===== src/rtl/t5_pkg.sv =====
// Shared types and constants for the t5 Wishbone two-master arbiter.
// The FSM state encoding doubles as the gnt output encoding.
package t5_pkg;

    localparam int unsigned TMO_DEFAULT = 255;
    localparam int unsigned CNT_W       = 8;
    localparam int unsigned ADR_W       = 30;
    localparam int unsigned SEL_W       = 4;

    typedef enum logic [1:0] {
        IDLE = 2'b00,
        IBUS = 2'b01,
        DBUS = 2'b10
    } state_e;

    // Request payload shared by both masters and the slave port (data kept separate, width is XLEN)
    typedef struct packed {
        logic [ADR_W-1:0] adr;
        logic             wre;
        logic [SEL_W-1:0] sel;
    } wb_req_t;

endpackage


===== src/rtl/t5_wbarb_tmo.sv =====
// Wait counter for the granted master: counts granted cycles without ack and
// flags expiry on the TMO-th such cycle (expired is combinational from the count).
module t5_wbarb_tmo
    import t5_pkg::*;
#(
    parameter int unsigned TMO = TMO_DEFAULT
) (
    input  logic clk,
    input  logic rst_n,
    input  logic clr,
    input  logic cnt,
    output logic expired
);

    logic [CNT_W-1:0] cnt_q;
    logic [CNT_W-1:0] cnt_d;

    always_comb begin
        cnt_d = cnt_q;
        if (clr) begin
            cnt_d = '0;
        end else if (cnt) begin
            cnt_d = cnt_q + CNT_W'(1);
        end
    end

    always_ff @(posedge clk or negedge rst_n) begin
        if (!rst_n) begin
            cnt_q <= '0;
        end else begin
            cnt_q <= cnt_d;
        end
    end

    // cnt_q holds the ack-less cycles already spent, so the current cycle is number cnt_q+1
    assign expired = (cnt_q == CNT_W'(TMO - 1));

endmodule


===== src/rtl/t5_wbarb.sv =====
// Two-master (instruction/data) to one-slave Wishbone arbiter with wait timeout.
// Define T5_WBARB_RR_EN for round-robin on simultaneous requests; default is data-first.
module t5_wbarb
    import t5_pkg::*;
#(
    parameter int unsigned XLEN = 32,
    parameter int unsigned TMO  = TMO_DEFAULT
) (
    input  logic            sys_clk,
    input  logic            sys_rst,
    input  logic [31:2]     iwb_adr,
    input  logic            iwb_stb,
    input  logic            iwb_wre,
    input  logic [3:0]      iwb_sel,
    output logic [XLEN-1:0] iwb_dat,
    output logic            iwb_ack,
    input  logic [31:2]     dwb_adr,
    input  logic            dwb_stb,
    input  logic            dwb_wre,
    input  logic [3:0]      dwb_sel,
    input  logic [XLEN-1:0] dwb_dto,
    output logic [XLEN-1:0] dwb_dti,
    output logic            dwb_ack,
    output logic [31:2]     mwb_adr,
    output logic            mwb_stb,
    output logic            mwb_wre,
    output logic [3:0]      mwb_sel,
    output logic [XLEN-1:0] mwb_dto,
    input  logic [XLEN-1:0] mwb_dti,
    input  logic            mwb_ack,
    output logic [1:0]      gnt,
    output logic            tmo_err
);

    state_e  state_q;
    state_e  state_d;
    logic    own_stb;
    logic    ack_c;
    logic    tmo_hit;
    logic    pick_d;
    logic    cnt_clr;
    logic    cnt_inc;
    logic    expired;
    wb_req_t req_m;

    // Strobe of whichever master currently holds the grant
    always_comb begin
        own_stb = 1'b0;
        case (state_q)
            IBUS:    own_stb = iwb_stb;
            DBUS:    own_stb = dwb_stb;
            default: own_stb = 1'b0;
        endcase
    end

    assign ack_c   = own_stb & mwb_ack;
    assign tmo_hit = own_stb & expired & ~mwb_ack;

`ifdef T5_WBARB_RR_EN
    logic last_q;
    logic last_d;

    // last_q: 1 = data master granted most recently, 0 = instruction master
    always_comb begin
        last_d = last_q;
        if ((state_d != state_q) && (state_d != IDLE)) begin
            last_d = (state_d == DBUS);
        end
    end

    always_ff @(posedge sys_clk or negedge sys_rst) begin
        if (!sys_rst) begin
            last_q <= 1'b0;
        end else begin
            last_q <= last_d;
        end
    end

    assign pick_d = ~last_q;
`else
    assign pick_d = 1'b1;
`endif

    always_ff @(posedge sys_clk or negedge sys_rst) begin
        if (!sys_rst) begin
            state_q <= IDLE;
        end else begin
            state_q <= state_d;
        end
    end

    // Next state: abort on dropped strobe, hand over on ack, give up on timeout
    always_comb begin
        state_d = state_q;
        case (state_q)
            IDLE: begin
                if (iwb_stb && dwb_stb) begin
                    state_d = pick_d ? DBUS : IBUS;
                end else if (dwb_stb) begin
                    state_d = DBUS;
                end else if (iwb_stb) begin
                    state_d = IBUS;
                end
            end
            IBUS: begin
                if (!iwb_stb || tmo_hit) begin
                    state_d = IDLE;
                end else if (mwb_ack) begin
                    state_d = dwb_stb ? DBUS : IDLE;
                end
            end
            DBUS: begin
                if (!dwb_stb || tmo_hit) begin
                    state_d = IDLE;
                end else if (mwb_ack) begin
                    state_d = iwb_stb ? IBUS : IDLE;
                end
            end
            default: state_d = IDLE;
        endcase
    end

    // Any state change is a fresh grant (or a release); otherwise count the ack-less cycle
    assign cnt_clr = (state_d != state_q) || (state_q == IDLE);
    assign cnt_inc = ~cnt_clr;

    t5_wbarb_tmo #(
        .TMO (TMO)
    ) u_tmo (
        .clk     (sys_clk),
        .rst_n   (sys_rst),
        .clr     (cnt_clr),
        .cnt     (cnt_inc),
        .expired (expired)
    );

    // Slave-side mux and ack steering from the granted master
    always_comb begin
        req_m   = '0;
        mwb_stb = 1'b0;
        mwb_dto = '0;
        iwb_ack = 1'b0;
        dwb_ack = 1'b0;
        case (state_q)
            IBUS: begin
                req_m   = '{adr: iwb_adr, wre: iwb_wre, sel: iwb_sel};
                mwb_stb = iwb_stb & ~tmo_hit;
                iwb_ack = ack_c | tmo_hit;
            end
            DBUS: begin
                req_m   = '{adr: dwb_adr, wre: dwb_wre, sel: dwb_sel};
                mwb_stb = dwb_stb & ~tmo_hit;
                mwb_dto = dwb_dto;
                dwb_ack = ack_c | tmo_hit;
            end
            default: ;
        endcase
    end

    assign mwb_adr = req_m.adr;
    assign mwb_wre = req_m.wre;
    assign mwb_sel = req_m.sel;

    assign iwb_dat = tmo_hit ? '0 : mwb_dti;
    assign dwb_dti = tmo_hit ? '0 : mwb_dti;
    assign gnt     = state_q;
    assign tmo_err = tmo_hit;

endmodule


===== config.mk =====
export PLATFORM = sky130hd
export DESIGN_NAME = t5_wbarb
export DESIGN_NICKNAME = d
export VERILOG_FILES = /design/src/rtl/t5_pkg.sv /design/src/rtl/t5_wbarb_tmo.sv /design/src/rtl/t5_wbarb.sv
export SDC_FILE = /design/constraint.sdc
export NUM_CORES = 1
export LEC_CHECK = 0
export ABC_AREA = 1
export ABC_CLOCK_PERIOD_IN_PS = 3300
export CORE_AREA = 2 2 106 108
export DETAILED_ROUTE_END_ITERATION = 8
export DIE_AREA = 0 0 108 110
export PLACE_DENSITY = 0.62
export RECOVER_POWER = 50
export SLEW_MARGIN = 40
export SYNTH_ARGS = -nofsm -noshare
export SYNTH_HDL_FRONTEND = slang
export SYNTH_HIERARCHICAL = 1
export SYNTH_SLANG_ARGS = --single-unit

===== constraint.sdc =====
create_clock -name sys_clk -period 3.3 [get_ports sys_clk]
set_input_delay 0.825 -clock sys_clk [delete_from_list [all_inputs] [get_ports sys_clk]]
set_output_delay 0.825 -clock sys_clk [all_outputs]
set_load 0.02 [all_outputs]

==> flow_summary.toml <==
[worst_setup_path]
rrSetupSlack_ns = 0.59
slowest_stage = "clkdlybuf4s50_1"
r2r-start = "u_tmo/cnt_q[0]$_DFFE_PN0P_"
critPathCapture = "iwb_ack"
cpPeakStageDelay_ns = 0.52
r2r-end = "u_tmo/cnt_q[2]$_DFFE_PN0P_"
rr_worst_depth = 18
crit_arrival_ns = 2.27
startpoint_type = "input port"
cp.required_ns = 2.47
worstSetupPathType = "input port to primary output"
startpoint = "dwb_stb"
endpoint_kind = "primary output"
cp_max_fo = 2
worstPathCellList = "clkdlybuf4s50_1 > nand2_2 > nand2_1 > clkbuf_4 > o211ai_1 > nor2_1 > clkbuf_1"

[detailed_routing]
wl_per_cell_um = 14.40
wl_mm = 11.39
drt_iter0_drc = 153
drc = 0
via_count = 3172
routed_via_density = 4.010
antenna_left = 0
drtPass1Iterations = 4

[place]
place.gp.congestion = 0.8233
placed_cells = 782
dp_hpwl_mm = 9.205
place_area_um2 = 4783
io_buffers = 275

[synthesis]
synth_nets = 551
syn_area_per_cell_um2 = 5.091
synth_fa_ha_area_share_pct = 3.632
yosys_register_bits = 10
synth_top_family_by_area = "simple AND/OR/NAND/NOR gates"
synth_mux_area_share_pct = 0
synth-simple-area-share_pct = 41.46
yosysWarnings = 6
synthCells = 406
synth_cell_types = 22
synthXorXnorAreaFrac_pct = 0
netlist_area_um2 = 2067
synth_seq_area_share_pct = 12.11
synth_compound_area_share_pct = 11.38

[die]
initial_core_util_pct = 19.32
dieHeight_um = 110
dieArea_um2 = 11880
io_pins = 276
coreArea_um2 = 10700
chipWidth_um = 108
rows = 38

[timing]
slew_headroom_pct = 70.07
finalHoldViolations = 0
period_minus_slack_ns = 3.100
tightest_slew_ns = 0.4475
period_share_pct = 93.93
fmax_mhz = 322.6
final-setup-viol-count = 0
finClkSkew_ns = 0.004297
drv_slew = 0
tns_ns = 0
rsz0062_at_grt = "false"

[power_and_ir_drop]
power_frac_seq_pct = 7.5
pwr-share-clk_pct = 7.0
internal_power_mw = 0.9640
power_leakage_nw = 2.531
p_sw_share_pct = 56.49
combPwrFrac_pct = 85.5
switching_power_mw = 1.252
power.density_nw_per_um2 = 486.1
ir_drop_uv = 333.5

[run]
cap_violations = 0

[clocking]
tritoncts = "yes"
insertion_delay_ns = 0.24
cts_root_buf = "clkbuf_8"
clock_sinks = 10
h-tree-depth = 1
cts_inserted_buffers = 3
clk_path_buf_depth = 2
ctsHoldBuffers = 0
path_clk_slew_ns = 0.05

[layout]
drive_above_1_share_pct = 4.799
register_area_um2 = 251.5
area_delta_synth_final_pct = 120.5
final_nets = 792
utilization_pct = 42.61
stdcell_count = 791
fin_area_um2 = 4558
multi_input_area_um2 = 1150
nFillCells = 1187

[global_routing]
grt_pass1_wl_mm = 15.35
grt_overflow = 0
grt_max_degree = 67
grt_pass1_vias = 2820
grt_usage_pct = 16.66
grt_antenna_before_repair = 3

[hold_path]
hp-class = "flip-flop to flip-flop"
hold_start = "u_tmo/cnt_q[4]$_DFFE_PN0P_"

[outcome]
status = "finished clean"
==> worst min-delay path by stage <==
stage | cells past startpoint | to
2_1_floorplan | 1 | u_tmo/cnt_q[2]$_DFFE_PN0P_
3_3_place_gp | 2 | u_tmo/cnt_q[4]$_DFFE_PN0P_
3_5_place_dp | 2 | u_tmo/cnt_q[4]$_DFFE_PN0P_
4_1_cts | 2 | u_tmo/cnt_q[4]$_DFFE_PN0P_
5_1_grt | 2 | u_tmo/cnt_q[4]$_DFFE_PN0P_
6_report | 2 | u_tmo/cnt_q[4]$_DFFE_PN0P_
==> area by class of cell <==
type,instances,share of cell area [%]
antenna,5,0.2745
clock buffer,4,1.208
inverter,88,7.247
multi-input combinational,258,25.23
sequential,10,5.517
tap,140,3.843
timing repair buffer,286,56.68
==> synth_stat cells, drive strengths merged <==
cell / number / area, um^2
o21ai: 3 / 15.01
nand2: 173 / 664.4
clkbuf: 6 / 22.52
inv: 87 / 326.6
nand3: 14 / 87.59
o211ai: 2 / 15.01
a21oi: 41 / 205.2
nand4: 3 / 18.77
clkinv: 1 / 3.750
ha: 6 / 75.07
dfrtp: 10 / 250.2
buf: 44 / 296.5
nor3: 1 / 5.000
nor2: 15 / 81.33
==> power groups by stage <==
stage                     sequential (mW)  combinational, mW  clock (mW)
after global routing                0.170               2.06       0.165
after CTS                           0.167               2.08       0.160
after floorplan                     0.174               1.12           0
after detailed placement            0.167               2.09           0
after global placement              0.166               2.07           0
final                               0.166               1.89       0.155
==> critical path: cells and delay by family <==
family                 cells  cell delay [ns]
buffers and inverters      3             0.95
AND/OR/NAND/NOR            3             0.33
AO/OA/AOI/OAI              1             0.17
==> metal layers <==
metal / GRT usage [%] / wire (um) / up-vias
met5: 0 / 12 / -
met4: 5.037 / 313 / 2
met3: 5.703 / 1387 / 23
met2: 29.07 / 5492 / 137
met1: 19.30 / 4181 / 1365
li1: - / - / 1645
==> layout by cell type, fill, tap and decap left out, types with 3 or more instances in the layout <==
cell	Yosys	final
dlymetal6s2s_1	0	31
clkbuf_1	6	54
diode_2	0	5
buf_12	0	3
nand2_1	167	170
a21oi_1	41	41
inv_1	86	86
nand4_1	3	3
buf_4	32	12
nand2_2	6	3
ha_1	6	4
clkbuf_8	0	4
o21ai_0	3	3
nand3_1	12	13
clkdlybuf4s50_1	0	168
nor2_1	11	13
dfrtp_1	10	9
dlygate4sd3_1	0	4
dlygate4sd2_1	0	13
==> state kept, by name (all words and copies together) (netlist names) <==
signal       count
u_tmo/cnt_q      8
gnt              2
==> per-stage QoR <==
| stage | total power, mW | hold WS [ns] | setup WS, ns |
|---|---|---|---|
| after global placement | 2.238 | 0.5124 | 0.005657 |
| after CTS | 2.405 | 0.5325 | 0.0003191 |
| after floorplan | 1.293 | 0.4949 | 0.6308 |
| after global routing | 2.390 | 0.5620 | 0.1062 |
| final | 2.216 | 0.5267 | 0.2002 |
| after detailed placement | 2.260 | 0.5257 | -0.01020 |
==> timing repair <==
action	in CTS	in global routing
gates resized for setup	14	86
endpoints found under the setup margin	36	84
setup buffers	0	0
==> kinds of logic after synthesis <==
| kind of cell | Yosys count |
|---|---|
| and+or+nand+nor | 206 |
| buffers and inverters | 138 |
| AOI/OAI and AO/OA | 46 |
| DFF | 10 |
| adders and majority gates | 6 |
No activity file was read; power rests on OpenSTA's default activity.
